`src/rtl/dvp_capture_pkg.sv`:
```
// Shared types and constants for the DVP frame capture controller.
package dvp_capture_pkg;

  localparam int DVP_DATA_W    = 8;
  localparam int PXL_INFO_W    = DVP_DATA_W + 2;
  localparam int BYTES_PER_PXL = 2;
  localparam int DIM_W         = 12;
  localparam int LB_W          = DIM_W + 2;
  localparam int FCNT_W        = 16;

  // Marker bits carried above the data byte in each FIFO entry.
  localparam int VSYNC_BIT = DVP_DATA_W + 1;
  localparam int HSYNC_BIT = DVP_DATA_W;

  typedef enum logic [1:0] {
    ST_IDLE     = 2'd0,
    ST_WAIT_SOF = 2'd1,
    ST_CAPTURE  = 2'd2,
    ST_ERROR    = 2'd3
  } cap_state_t;

  localparam logic [1:0] ERR_NONE       = 2'd0;
  localparam logic [1:0] ERR_LINE_SHORT = 2'd1;
  localparam logic [1:0] ERR_LINE_LONG  = 2'd2;
  localparam logic [1:0] ERR_FRAME      = 2'd3;

  // Bytes per line for a given pixel width, wide enough that it never overflows.
  function automatic logic [LB_W-1:0] calc_line_bytes(input logic [DIM_W-1:0] w);
    return LB_W'(w) * LB_W'(BYTES_PER_PXL);
  endfunction

endpackage

```
`src/rtl/dvp_geom_checker.sv`:
```
// Byte/line position tracking within a frame and geometry error detection
// for the entry currently presented by the pixel FIFO.
module dvp_geom_checker
  import dvp_capture_pkg::*;
(
  input  logic            clk,
  input  logic            rst_n,
  input  logic            clr,
  input  logic [LB_W-1:0] line_bytes,
  input  logic [DIM_W-1:0] img_h,
  input  logic            ent_vld,
  input  logic            vsync,
  input  logic            hsync,
  input  logic            accept,
  output logic            frame_last,
  output logic            err_line_short,
  output logic            err_line_long,
  output logic            err_frame_short
);

  logic [LB_W-1:0]  byte_cnt;
  logic [DIM_W-1:0] line_cnt;
  logic             first_byte;
  logic             line_full;
  logic             last_line;
  logic             line_end_byte;
  logic             any_err;

  // byte_cnt counts bytes already accepted on the current line; both zero
  // means the next entry is the frame's first byte (the SOF entry).
  assign first_byte    = (byte_cnt == '0) && (line_cnt == '0);
  assign line_full     = (byte_cnt == line_bytes);
  assign last_line     = (line_cnt == (img_h - DIM_W'(1)));
  assign line_end_byte = (byte_cnt == (line_bytes - LB_W'(1)));

  // A stray VSYNC takes precedence so a truncated frame always reports code 3.
  assign err_frame_short = ent_vld && vsync && !first_byte;
  assign err_line_short  = ent_vld && !vsync && hsync && !first_byte && !line_full;
  assign err_line_long   = ent_vld && !vsync && !hsync && line_full;
  assign any_err         = err_frame_short || err_line_short || err_line_long;

  assign frame_last = ent_vld && last_line && line_end_byte && !any_err;

  // Position counters advance only on bytes actually forwarded downstream.
  always_ff @(posedge clk or negedge rst_n) begin
    if (!rst_n) begin
      byte_cnt <= '0;
      line_cnt <= '0;
    end else if (clr) begin
      byte_cnt <= '0;
      line_cnt <= '0;
    end else if (accept) begin
      if (frame_last) begin
        byte_cnt <= '0;
        line_cnt <= '0;
      end else if (hsync && !first_byte) begin
        byte_cnt <= LB_W'(1);
        line_cnt <= line_cnt + DIM_W'(1);
      end else begin
        byte_cnt <= byte_cnt + LB_W'(1);
      end
    end
  end

endmodule

```
`src/rtl/dvp_capture_ctrl.sv`:
```
// Frame-level capture controller between the DVP pixel FIFO and the
// byte-to-RGB565 concat stage.
//
//   state       | meaning
//   ------------+-----------------------------------------------------------
//   ST_IDLE     | stopped; FIFO not popped, nothing forwarded
//   ST_WAIT_SOF | armed; discard entries until a VSYNC entry is at the head
//   ST_CAPTURE  | forwarding frame bytes, checking line length / line count
//   ST_ERROR    | sticky error; FIFO drained until dcr_err_clr_i
module dvp_capture_ctrl
  import dvp_capture_pkg::*;
(
  input  logic                  clk,
  input  logic                  rst_n,
  input  logic [PXL_INFO_W-1:0] pxl_info_i,
  input  logic                  pxl_info_vld_i,
  output logic                  pxl_info_rdy_o,
  input  logic                  dcr_cam_start_i,
  input  logic                  dcr_cam_stop_i,
  input  logic                  dcr_single_i,
  input  logic [DIM_W-1:0]      dcr_img_w_i,
  input  logic [DIM_W-1:0]      dcr_img_h_i,
  input  logic                  dcr_err_clr_i,
  output logic [DVP_DATA_W-1:0] pxl_byte_o,
  output logic                  pxl_byte_vld_o,
  input  logic                  pxl_byte_rdy_i,
  output logic                  frame_done_o,
  output logic                  err_irq_o,
  output logic [1:0]            err_code_o,
  output logic                  busy_o,
  output logic [FCNT_W-1:0]     frame_cnt_o
);

  cap_state_t        state;
  logic [LB_W-1:0]   line_bytes_q;
  logic [DIM_W-1:0]  img_h_q;
  logic              single_q;
  logic              stop_pending;
  logic              frame_done_q;
  logic              err_irq_q;
  logic [1:0]        err_code_q;
  logic [FCNT_W-1:0] frame_cnt_q;

  logic              vsync;
  logic              hsync;
  logic              ent_vld;
  logic              accept;
  logic              geom_err;
  logic              frame_last;
  logic              err_line_short;
  logic              err_line_long;
  logic              err_frame_short;
  logic [1:0]        err_code_nxt;
  logic              cfg_bad;

  assign vsync    = pxl_info_i[VSYNC_BIT];
  assign hsync    = pxl_info_i[HSYNC_BIT];
  assign ent_vld  = (state == ST_CAPTURE) && pxl_info_vld_i;
  assign geom_err = err_line_short || err_line_long || err_frame_short;
  assign accept   = ent_vld && !geom_err && pxl_byte_rdy_i;
  assign cfg_bad  = (dcr_img_w_i == '0) || (dcr_img_h_i == '0);

  assign err_code_nxt = err_frame_short ? ERR_FRAME :
                        err_line_short  ? ERR_LINE_SHORT : ERR_LINE_LONG;

  dvp_geom_checker u_geom (
    .clk             (clk),
    .rst_n           (rst_n),
    .clr             (state != ST_CAPTURE),
    .line_bytes      (line_bytes_q),
    .img_h           (img_h_q),
    .ent_vld         (ent_vld),
    .vsync           (vsync),
    .hsync           (hsync),
    .accept          (accept),
    .frame_last      (frame_last),
    .err_line_short  (err_line_short),
    .err_line_long   (err_line_long),
    .err_frame_short (err_frame_short)
  );

  assign pxl_byte_o = pxl_info_i[DVP_DATA_W-1:0];

  // Zero-latency handshake: downstream backpressure reaches the FIFO in the
  // same cycle, and an offending entry is popped without being forwarded.
  always_comb begin
    pxl_info_rdy_o = 1'b0;
    pxl_byte_vld_o = 1'b0;
    case (state)
      ST_WAIT_SOF: pxl_info_rdy_o = !(pxl_info_vld_i && vsync);
      ST_CAPTURE: begin
        pxl_byte_vld_o = pxl_info_vld_i && !geom_err;
        pxl_info_rdy_o = geom_err || pxl_byte_rdy_i;
      end
      ST_ERROR:    pxl_info_rdy_o = 1'b1;
      default:     ;
    endcase
  end

  // Capture sequencing, latched geometry, error capture and frame counting.
  always_ff @(posedge clk or negedge rst_n) begin
    if (!rst_n) begin
      state        <= ST_IDLE;
      line_bytes_q <= '0;
      img_h_q      <= '0;
      single_q     <= 1'b0;
      stop_pending <= 1'b0;
      frame_done_q <= 1'b0;
      err_irq_q    <= 1'b0;
      err_code_q   <= ERR_NONE;
      frame_cnt_q  <= '0;
    end else begin
      frame_done_q <= 1'b0;
      case (state)
        ST_IDLE: begin
          if (dcr_cam_start_i && !dcr_cam_stop_i) begin
            line_bytes_q <= calc_line_bytes(dcr_img_w_i);
            img_h_q      <= dcr_img_h_i;
            single_q     <= dcr_single_i;
            stop_pending <= 1'b0;
            if (cfg_bad) begin
              state      <= ST_ERROR;
              err_irq_q  <= 1'b1;
              err_code_q <= ERR_FRAME;
            end else begin
              state <= ST_WAIT_SOF;
            end
          end
        end
        ST_WAIT_SOF: begin
          if (dcr_cam_stop_i) begin
            state <= ST_IDLE;
          end else if (pxl_info_vld_i && vsync) begin
            state <= ST_CAPTURE;
          end
        end
        ST_CAPTURE: begin
          if (dcr_cam_stop_i) begin
            stop_pending <= 1'b1;
          end
          if (geom_err) begin
            state        <= ST_ERROR;
            err_irq_q    <= 1'b1;
            err_code_q   <= err_code_nxt;
            stop_pending <= 1'b0;
          end else if (accept && frame_last) begin
            frame_done_q <= 1'b1;
            frame_cnt_q  <= frame_cnt_q + FCNT_W'(1);
            stop_pending <= 1'b0;
            if (single_q || stop_pending || dcr_cam_stop_i) begin
              state <= ST_IDLE;
            end else begin
              state <= ST_WAIT_SOF;
            end
          end
        end
        ST_ERROR: begin
          if (dcr_err_clr_i) begin
            state      <= ST_IDLE;
            err_irq_q  <= 1'b0;
            err_code_q <= ERR_NONE;
          end
        end
        default: state <= ST_IDLE;
      endcase
    end
  end

  assign frame_done_o = frame_done_q;
  assign err_irq_o    = err_irq_q;
  assign err_code_o   = err_code_q;
  assign busy_o       = (state != ST_IDLE);
  assign frame_cnt_o  = frame_cnt_q;

endmodule
```
`config.mk`:
```
export PLATFORM = sky130hd
export DESIGN_NAME = dvp_capture_ctrl
export DESIGN_NICKNAME = d
export VERILOG_FILES = /design/src/rtl/dvp_capture_pkg.sv /design/src/rtl/dvp_geom_checker.sv /design/src/rtl/dvp_capture_ctrl.sv
export SDC_FILE = /design/constraint.sdc
export NUM_CORES = 1
export LEC_CHECK = 0
export ABC_AREA = 0
export CAP_MARGIN = 40
export CORE_MARGIN = 1
export CORE_UTILIZATION = 52
export CTS_BUF_LIST = sky130_fd_sc_hd__clkbuf_16
export CTS_CLUSTER_SIZE = 20
export DETAILED_ROUTE_END_ITERATION = 10
export PLACE_DENSITY = 0.84
export REMOVE_ABC_BUFFERS = 1
export SETUP_SLACK_MARGIN = 0.1
export SLEW_MARGIN = 20
export SYNTH_ARGS = -nofsm -noshare
export SYNTH_HDL_FRONTEND = slang
export SYNTH_HIERARCHICAL = 1
export SYNTH_SLANG_ARGS = --single-unit
export TNS_END_PERCENT = 100
```
`constraint.sdc`:
```
create_clock -name clk -period 4.3 [get_ports clk]
set_input_delay 0.86 -clock clk [delete_from_list [all_inputs] [get_ports clk]]
set_output_delay 0.86 -clock clk [all_outputs]
set_load 0.005 [all_outputs]
```
==> flow_metrics.env <==
export IMPL_clkLatencyLatePin_ps=340
export IMPL_setup_viol=0
export IMPL_worstPathMaxFanout=7
export IMPL_final_cell_mix="dfrtp_1, clkdlybuf4s50_1, xnor2_1, nor2_1, nand2_1"
export IMPL_port_buffers=56
export IMPL_ys_flop_type="dfrtp_1"
export IMPL_drt_wl_total_um=11800
export IMPL_rsz0062_at_grt="no"
export IMPL_path_class="reg -> out"
export IMPL_grt_max_degree=37
export IMPL_tightest_slew_ps=684
export IMPL_dpl_cell_area_sq_um=5340
export IMPL_globalplace_congestion=0.944
export IMPL_relSlewSlack_pct=54.1
export IMPL_coreArea_sq_um=8760
export IMPL_ctsResizeCount=0
export IMPL_h_tree_depth=3
export IMPL_hold_viol=0
export IMPL_antenna_found_initial=0
export IMPL_powerDensity_nw_per_um2=496
export IMPL_ctsHoldBuffers=0
export IMPL_cts_num_sinks=74
export IMPL_cp_arrival_ps=3090
export IMPL_synth_avg_cell_area_sq_um=9.43
export IMPL_root_buffer="clkbuf_16"
export IMPL_groute_usage_overall_pct=26.4
export IMPL_first_pass_iters=5
export IMPL_final_common_cell="dfrtp_1"
export IMPL_critPathSlowestCell="clkdlybuf4s50_1"
export IMPL_postSynthCellCount=499
export IMPL_syn2layout_area_growth_pct=20.0
export IMPL_synth_enable_flop_cells=0
export IMPL_syn_area_sq_um=4710
export IMPL_synth_top_cell_by_area="dfrtp_1"
export IMPL_clk_path_buf_depth=2
export IMPL_cts_tree="yes"
export IMPL_synthArstFlopShare_pct=100
export IMPL_rows=34
export IMPL_p_leak_uw=0.00223
export IMPL_cp_required_ps=3440
export IMPL_drtIter0Drc=390
export IMPL_overflow=0
export IMPL_clock_skew_final_ps=8.92
export IMPL_postCtsSetupRepairBufs=0
export IMPL_fp_dieW_um=97.1
export IMPL_tns_ps=0
export IMPL_reg2regPathDepth=17
export IMPL_crit_path_max_incr_delay_ps=510
export IMPL_r2r_slack_ps=640
export IMPL_ys_types=63
export IMPL_report_final_slew_viol_count=0
export IMPL_maxCapViolCount=0
export IMPL_yosysSeqAreaShare_pct=39.3
export IMPL_endpoint_kind="output pin"
export IMPL_r2r_end="u_geom/byte_cnt[13]$_DFFE_PN0P_"
export IMPL_grt_pass1_vias=4051
export IMPL_die_y_um=97.1
export IMPL_status="complete, no violations"
export IMPL_vias=4105
export IMPL_hold_path_class="in -> async"
export IMPL_routed_via_density=6.17
export IMPL_yosys_warnings=6
export IMPL_cts_made_buffers=9
export IMPL_ir_drop_uv=335
export IMPL_grt_pass1_wl_um=20200
export IMPL_drive_gt1_share_pct=12.7
export IMPL_clkTransAtPathRegs_ps=60
export IMPL_initial_core_util_pct=53.7
export IMPL_nNetsFinal=601
export IMPL_antenna_cells=0
export IMPL_startpoint_type="flip-flop"
export IMPL_hpwl_um=8760
export IMPL_die_area_sq_um=9440
export IMPL_netlist_top_cells_area="dfrtp_1, xnor2_1, mux2_2"
export IMPL_timing_fmax_mhz=253
export IMPL_fin_area_sq_um=5650
export IMPL_drc=0
export IMPL_final_min_clock_period_ps=3950
export IMPL_synth_top_area_share_pct=39.3
export IMPL_min_period_over_period_pct=91.9
export IMPL_reg2reg_from="u_geom/byte_cnt[0]$_DFFE_PN0P_"
export IMPL_ys_ff_latch=74
export IMPL_crit_chain="xnor2_1 -> nand4b_1 -> nor4_1 -> nor3b_1 -> or3_4 -> nor3_1 -> nor2_1 -> clkdlybuf4s50_1"
export IMPL_ant_nets=0
export IMPL_routedWlPerCell_um=17.7
export IMPL_io_pins=73
[critical path, delay by kind of cell (launching register included)]
family	cells	cell delay, ps
buffers and inverters	1	510
AND/OR/NAND/NOR	6	1450
XOR/XNOR	1	310
flip-flops	1	480
[report_power, final]
part / internal, uW / switching, uW / leakage [uW]
Combinational: 474 / 472 / 0.00110
Sequential: 841 / 248 / 0.000974
Clock: 459 / 309 / 0.000151
Total: 1770 / 1030 / 0.00223
[per-stage QoR]
stage | utilization (%) | worst slack [ps] | hold slack [ps] | total power, uW | cells
floorplan | - | 877 | 468 | 1710 | 476
global placement | 60.7 | 533 | 464 | 1970 | 648
detailed placement | 61.0 | 434 | 461 | 2020 | 649
CTS | 64.5 | 362 | 361 | 2800 | 665
global route | 64.5 | 148 | 368 | 2950 | 665
finish | 64.5 | 350 | 359 | 2800 | 665
[Yosys cell counts, types with 3 or more instances]
cell type	number
dfrtp_1	74
o211ai_1	3
a211oi_1	4
mux2_2	27
nand4_1	17
o21ai_1	4
inv_1	19
nor3b_1	3
nand2_1	38
nor4_1	16
nor2b_1	8
and3_1	12
a21oi_1	20
or4_1	3
o21ai_0	5
clkbuf_1	13
xor2_1	18
nand3_1	19
nor4b_1	3
buf_4	11
ha_1	7
nand3b_1	4
a311oi_1	5
nor2_1	42
nor3_1	16
xnor2_1	43
a31oi_1	5
nand2b_1	10
and2_1	5
and4_1	5
[metal layers]
layer	track usage (%)	up-vias	part of all wire, %	wire (um)
met5	0	-	0	0
met4	9.64	0	2.1	245
met3	4.89	23	7.6	893
met2	42.0	177	47	5560
met1	36.1	2013	43	5100
li1	-	1892	-	-
[cell families after synthesis]
family,Yosys count,share of synthesized area (%)
and+or+nand+nor,217,26.4
DFF,74,39.3
AOI/OAI and AO/OA,64,9.30
xor gates and xnor gates,62,11.7
buffers and inverters,47,4.84
muxes,27,6.46
adders and majority gates,7,1.86
other,1,0.0797
[how the worst max path moves through the flow]
stage               slack (ps)                            from                              end  cells after the start
global placement           530                  pxl_info_vld_i                   pxl_info_rdy_o                      9
CTS                        360  u_geom/byte_cnt[7]$_DFFE_PN0P_                   pxl_info_rdy_o                      8
floorplan                  880  u_geom/line_cnt[0]$_DFFE_PN0P_  u_geom/byte_cnt[13]$_DFFE_PN0P_                     17
finish                     350  u_geom/byte_cnt[7]$_DFFE_PN0P_                   pxl_info_rdy_o                      8
detailed placement         430                  pxl_info_vld_i  u_geom/byte_cnt[13]$_DFFE_PN0P_                     16
global route               150  u_geom/byte_cnt[7]$_DFFE_PN0P_                   pxl_info_rdy_o                      8
[sequential cells by signal, summed over array words and instances, names as in the netlist]
name and cells:
err_code_o 2, u_geom/line_cnt 12, err_irq_o 1, stop_pending 1
u_geom/byte_cnt 14, img_h_q 12, single_q 1, line_bytes_q 12
frame_done_o 1, state 2, frame_cnt_o 16
[area by class of cell]
type / instances / area [sq um]
clock buffers: 9 / 225
clock inverters: 7 / 82.6
fillers: 686 / 3110
inverters: 19 / 71.3
multi-input cells: 383 / 2650
flip-flops and latches: 74 / 1850
well taps: 108 / 135
repair buffers: 65 / 636
Power figures use the tool's default switching activity.
